--- src/rtl/booth_ctrl.sv ---
// booth_ctrl: control unit for a radix-2 Booth multiplier datapath.
//
// Sequences LOAD, then N rounds of EVAL (add/subtract chosen from the Booth
// pair {Q0,Qm1}) followed by SHIFT, then parks in DONE with Fin raised until
// the requester drops Start. All outputs are decoded from the state register,
// so an asynchronous reset forces every output low in the same cycle.
//
// Ports:
//   clk        system clock, rising edge
//   reset      asynchronous reset, active low
//   Start      multiply request level (only looked at in IDLE and DONE)
//   Q0, Qm1    Booth pair from the datapath
//   ResetA / CargaA / DesplazaA    register A commands
//   CargaQ / DesplazaQ             register Q commands
//   CargaM                         register M load
//   ResetQm1 / CargaQm1            Q-1 flip-flop commands
//   Resta      adder op select (1 = A-M), qualified by CargaA
//   Busy       high from LOAD through the last SHIFT
//   Fin        product valid in {A,Q}; held until Start falls
module booth_ctrl #(
  parameter  int N     = 4,
  localparam int CNT_W = $clog2(N+1)
) (
  input  logic clk,
  input  logic reset,
  input  logic Start,
  input  logic Q0,
  input  logic Qm1,
  output logic ResetA,
  output logic CargaA,
  output logic DesplazaA,
  output logic CargaQ,
  output logic DesplazaQ,
  output logic CargaM,
  output logic ResetQm1,
  output logic CargaQm1,
  output logic Resta,
  output logic Busy,
  output logic Fin
);

  typedef enum logic [2:0] {
    IDLE  = 3'd0,
    LOAD  = 3'd1,
    EVAL  = 3'd2,
    SHIFT = 3'd3,
    DONE  = 3'd4
  } state_t;

  state_t           state, state_nxt;
  logic [CNT_W-1:0] count;
  logic [CNT_W-1:0] count_inc;
  logic             last_iter;

  assign count_inc = count + 1'b1;
  assign last_iter = (count_inc == CNT_W'(N));

  // state register
  always_ff @(posedge clk or negedge reset) begin
    if (!reset) state <= IDLE;
    else        state <= state_nxt;
  end

  // iteration counter: cleared on entry to a run, bumped once per shift;
  // it is left alone in DONE so it never runs past N
  always_ff @(posedge clk or negedge reset) begin
    if (!reset)              count <= '0;
    else if (state == LOAD)  count <= '0;
    else if (state == SHIFT) count <= count_inc;
  end

  // next state and command decode
  always_comb begin
    state_nxt = state;
    ResetA    = 1'b0;
    CargaA    = 1'b0;
    DesplazaA = 1'b0;
    CargaQ    = 1'b0;
    DesplazaQ = 1'b0;
    CargaM    = 1'b0;
    ResetQm1  = 1'b0;
    CargaQm1  = 1'b0;
    Resta     = 1'b0;
    Busy      = 1'b0;
    Fin       = 1'b0;
    case (state)
      IDLE: begin
        if (Start) state_nxt = LOAD;
      end
      LOAD: begin
        ResetA    = 1'b1;
        CargaQ    = 1'b1;
        CargaM    = 1'b1;
        ResetQm1  = 1'b1;
        Busy      = 1'b1;
        state_nxt = EVAL;
      end
      EVAL: begin
        Busy = 1'b1;
        // 10: start of a run of ones -> subtract; 01: end of run -> add
        if (Q0 != Qm1) begin
          CargaA = 1'b1;
          Resta  = Q0;
        end
        state_nxt = SHIFT;
      end
      SHIFT: begin
        DesplazaA = 1'b1;
        DesplazaQ = 1'b1;
        CargaQm1  = 1'b1;
        Busy      = 1'b1;
        state_nxt = last_iter ? DONE : EVAL;
      end
      DONE: begin
        Fin = 1'b1;
        // Fin is a level: wait for the requester to release Start, and any
        // new request must pass through IDLE and LOAD again
        if (!Start) state_nxt = IDLE;
      end
      default: state_nxt = IDLE;
    endcase
  end

endmodule

--- config.mk ---
export PLATFORM = sky130hd
export DESIGN_NAME = booth_ctrl
export DESIGN_NICKNAME = d
export VERILOG_FILES = /design/src/rtl/booth_ctrl.sv
export SDC_FILE = /design/constraint.sdc
export NUM_CORES = 1
export LEC_CHECK = 0
export CAP_MARGIN = 20
export CORE_AREA = 2 2 39 41
export CTS_CLUSTER_DIAMETER = 60
export DETAILED_ROUTE_END_ITERATION = 12
export DIE_AREA = 0 0 41 43
export MAX_ROUTING_LAYER = met4
export PLACE_DENSITY = 0.57
export SLEW_MARGIN = 10
export SYNTH_ARGS = -nofsm -noshare
export SYNTH_HDL_FRONTEND = slang
export SYNTH_SLANG_ARGS = --single-unit
--- constraint.sdc ---
create_clock -name clk -period 3.5 [get_ports clk]
set_input_delay 0.875 -clock clk [delete_from_list [all_inputs] [get_ports clk]]
set_output_delay 0.875 -clock clk [all_outputs]
set_load 0.005 [all_outputs]
After elaboration in Yosys (flattened, before gate mapping)
Index checks and enable logic that the tools add are counted.
{"block": "op_classes", "n_addsub": 1, "multipliers": 0, "n_div": 0, "order_cmp": 0, "n_eq_ne": 8, "shifts": 0, "n_mux": 14, "bitwise": 0, "n_reduce_logical": 4}
{"op": "two-way mux 3 bit", "count": 5}
{"op": "one-hot mux 3 bit (5 select lines)", "count": 1}
{"op": "two-way mux 1 bit", "count": 8}
{"op": "equality test 3 x 2 -> 1 bit (second input constant)", "count": 2}
{"op": "equality test 3 bit (second input constant)", "count": 2}
{"op": "!= test 2 bit (second input constant)", "count": 2}
{"op": "adder 3 x 1 -> 3 bit (second input constant)", "count": 1}
{"op": "equality test 3 x 1 -> 1 bit (second input constant)", "count": 1}
{"op": "logical NOT 3 bit", "count": 1}
{"op": "OR reduction 3 bit", "count": 1}
{"op": "AND reduction 2 bit", "count": 1}
{"op": "nonzero test 2 bit", "count": 1}
{"op": "!= test 1 bit", "count": 1}
{"block": "word_totals", "register_bits": 6, "latchBits": 0, "mem_bits_rw": 0, "rom_bits": 0, "inputBits": 5, "out_inout_bits": 11, "memories": 0}

Depth between registers and ports, before layout
{"block": "depth", "depth_word": 4, "depth_mapped": 4, "depth_no_buf": 4}

Least setup slack after synthesis
No wires, ideal clock.
{"block": "synth_path", "path_type": "in2out", "startpoint": "in Qm1", "endpoint": "out CargaA", "t_arrival_ps": 1447, "required_time_ps": 2625, "setup_slack_ps": 1178, "cell_stages": 3, "path_buffers": 0, "cell_sequence": "inv_1 ha_1 nor4b_1"}
{"block": "synth_via", "elab_chain_cells": 3}
{"element": "start, declared", "line_no": "28", "source": "input logic Qm1,"}
{"element": "!= test 1 bit", "line_no": "101", "source": "if (Q0 != Qm1) begin"}
{"element": "two-way mux 1 bit", "line_no": "101"}
{"element": "two-way mux 1 bit", "line_no": "86", "source": "case (state)"}
{"element": "end, declared", "line_no": "30", "source": "output logic CargaA,"}
No other way between the ends.

Worst setup path in the final report
Same ends and word-level chain as after synthesis.

==> flow_metrics.env <==
export IMPL_synth_seq_cells=6
export IMPL_worstHoldPathType="reg2reg"
export IMPL_cts_reportedPaths_clkPinSlew_ps=50
export IMPL_start_util_pct=28.9
export IMPL_row_count=14
export IMPL_cpLargestDelayFamily="buffers and inverters"
export IMPL_postCtsSetupBuffers=0
export IMPL_gp_congestion=0.634
export IMPL_firstDrtPassIters=4
export IMPL_die_w_um=41
export IMPL_fin_crit_sh_pct=94.8
export IMPL_cp_max_fo=1
export IMPL_place_hpwl_um=560
export IMPL_vias=314
export IMPL_cts_max_level=1
export IMPL_clk_path_buf_depth=2
export IMPL_ys_seq_area_share_pct=37.5
export IMPL_ant_nets=0
export IMPL_timing_hold_ws_ps=514
export IMPL_critical_path_class="in2out"
export IMPL_stdcell_count=70
export IMPL_netlist_area_sq_um=400
export IMPL_antenna_cells=0
export IMPL_drt_iter0_drc=2
export IMPL_syn_to_final_growth_pct=37.5
export IMPL_finalHoldViolCount=0
export IMPL_ir_drop_mv=0.219
export IMPL_finClkSkew_ps=1.58
export IMPL_max_cap_viol_count=0
export IMPL_syn_nets=50
export IMPL_cts_tree="done"
export IMPL_antenna_found_initial=0
export IMPL_rsz0062_at_grt="false"
export IMPL_max_freq_ghz=0.302
export IMPL_postSynthCellCount=42
export IMPL_path_cells="clkdlybuf4s50_1 > inv_1 > ha_1 > nor4b_1 > clkdlybuf4s50_1"
export IMPL_grt_pass1_vias=332
export IMPL_syn_avg_cell_area_sq_um=9.53
export IMPL_n_fill_cell=152
export IMPL_arrival_ps=2440
export IMPL_leakage_nw=0.234
export IMPL_overflow=0
export IMPL_cts_made_buffers=3
export IMPL_io_pins=16
export IMPL_slowest_stage="clkdlybuf4s50_1"
export IMPL_final_area_sq_um=551
export IMPL_worstPathRequired_ps=2620
export IMPL_placed_cells=67
export IMPL_grt_usage_pct=13.0
export IMPL_slew_headroom_pct=78.7
export IMPL_multi_input_area_sq_um=196
export IMPL_slew_viol_final=0
export IMPL_cts_sinks=6
export IMPL_power_total_mw=0.382
export IMPL_drt_wl_total_um=747
export IMPL_clk_latency_ps=240
export IMPL_period_needed_ps=3320
export IMPL_critPathLaunchType="input pin"
export IMPL_holdBufCountCts=0
export IMPL_regArea_sq_um=150
export IMPL_tns_ps=0
export IMPL_coreArea_sq_um=1380
export IMPL_cts_root_buf="clkbuf_4"
export IMPL_crit_buf_inv=3
export IMPL_synth_warnings=0
export IMPL_placed_area_sq_um=528
export IMPL_viasPerCell=4.49
export IMPL_fin_nets=64
export IMPL_final_common_cell="clkdlybuf4s50_1"
export IMPL_post_cts_resized=0
export IMPL_grt_first_pass_wirelength_um=1410
export IMPL_p_per_area_nw_per_um2=694
export IMPL_final_cell_mix="15 x clkdlybuf4s50_1, 6 x dfrtp_1, 4 x nand2_1, 4 x o21ai_0"
export IMPL_wl_per_cell_um=10.7
export IMPL_finalSetupViolCount=0
export IMPL_drive_gt1_share_pct=20.4
export IMPL_slowest_delay_ps=560
export IMPL_run_status="finished clean"
export IMPL_cp_end_kind="output port"
export IMPL_cp_common_cell="clkdlybuf4s50_1"
export IMPL_dieHeight_um=43
export IMPL_die_area_sq_um=1760
export IMPL_port_buffers=15
export IMPL_worst_slew_pin_transition_ps=320
export IMPL_synth_cell_type_count=22
export IMPL_grt_start_max_net_pins=12
export IMPL_drcViolationCount=0
==> flip-flops by register name, summed over array words and instances (netlist names) <==
name and count:
count 3, state 3
==> power breakdown <==
| group | switching, mW | internal (mW) | total (mW) |
|---|---|---|---|
| combinational | 0.0712 | 0.114 | 0.185 |
| sequential | 0.0359 | 0.0966 | 0.133 |
| clock | 0.0253 | 0.0388 | 0.0642 |
==> cell usage after synthesis <==
cell      instances  area [sq um]
nor4b_1           1          8.76
nor2_1            3          11.3
or2b_1            1          7.51
nand3_1           1          5.00
inv_1             2          7.51
nor3_2            1          10.0
buf_4             5          37.5
nand2_1           4          15.0
nand2b_2          1          8.76
a21boi_1          1          7.51
buf_2             1          5.00
dfrtp_1           6           150
a21oi_2           1          8.76
a32o_2            1          11.3
inv_2             1          3.75
o21ai_0           4          20.0
nor2_2            1          6.26
and2b_1           1          7.51
ha_1              3          37.5
nand2b_4          1          13.8
nor3_1            1          5.00
and4bb_2          1          12.5
==> final cells by class <==
cell class / count / area share (%)
Multi-Input combinational cell: 27 / 35.7
Clock buffer: 3 / 4.09
Inverter: 3 / 2.05
Timing Repair Buffer: 15 / 27.3
Tap cell: 16 / 3.64
Sequential cell: 6 / 27.3
==> worst paths after layout <==
check                      cells past startpoint            startpoint  slack [ps]                    to
max reg2reg                                    4  count[0]$_DFFE_PN0P_        2220  state[2]$_DFFE_PN0P_
max                                            5                   Qm1         180                CargaA
min in group asynchronous                      1                 reset         880  count[1]$_DFFE_PN0P_
min                                            2  count[1]$_DFFE_PN0P_         510  count[1]$_DFFE_PN0P_
min reg2reg                                    2  count[1]$_DFFE_PN0P_         510  count[1]$_DFFE_PN0P_
max in group asynchronous                      1                 reset        2390  state[1]$_DFFE_PN0P_
==> metal layers <==
layer	GRT usage [%]	wire length, um
met1	15.6	348
met2	15.9	357
met3	4.71	41
met4	12.0	0
met5	-	0
==> metrics by stage <==
step                      util (%)  setup slack [ps]
after global placement        38.2               234
after detailed placement      38.2               173
final                         39.8               183
after floorplan                  -              1180
after global routing          39.8              64.7
after CTS                     39.8               148
==> worst reg2reg max path, stage by stage, from the launching register on <==
cell     delay, ps
dfrtp_1        400
ha_1           260
or2b_1         250
a21oi_2        140
a32o_2         170
==> cells by family (layout without fill, tap and decap cells) <==
group / Yosys count / after routing / synth area share, %
and+or+nand+nor: 17 / 17 / 27.8
AOI/OAI and AO/OA: 7 / 7 / 11.9
buffers and inverters: 9 / 21 / 13.4
adders and majority gates: 3 / 3 / 9.38
DFF: 6 / 6 / 37.5
(Power assumes the default switching activity.)
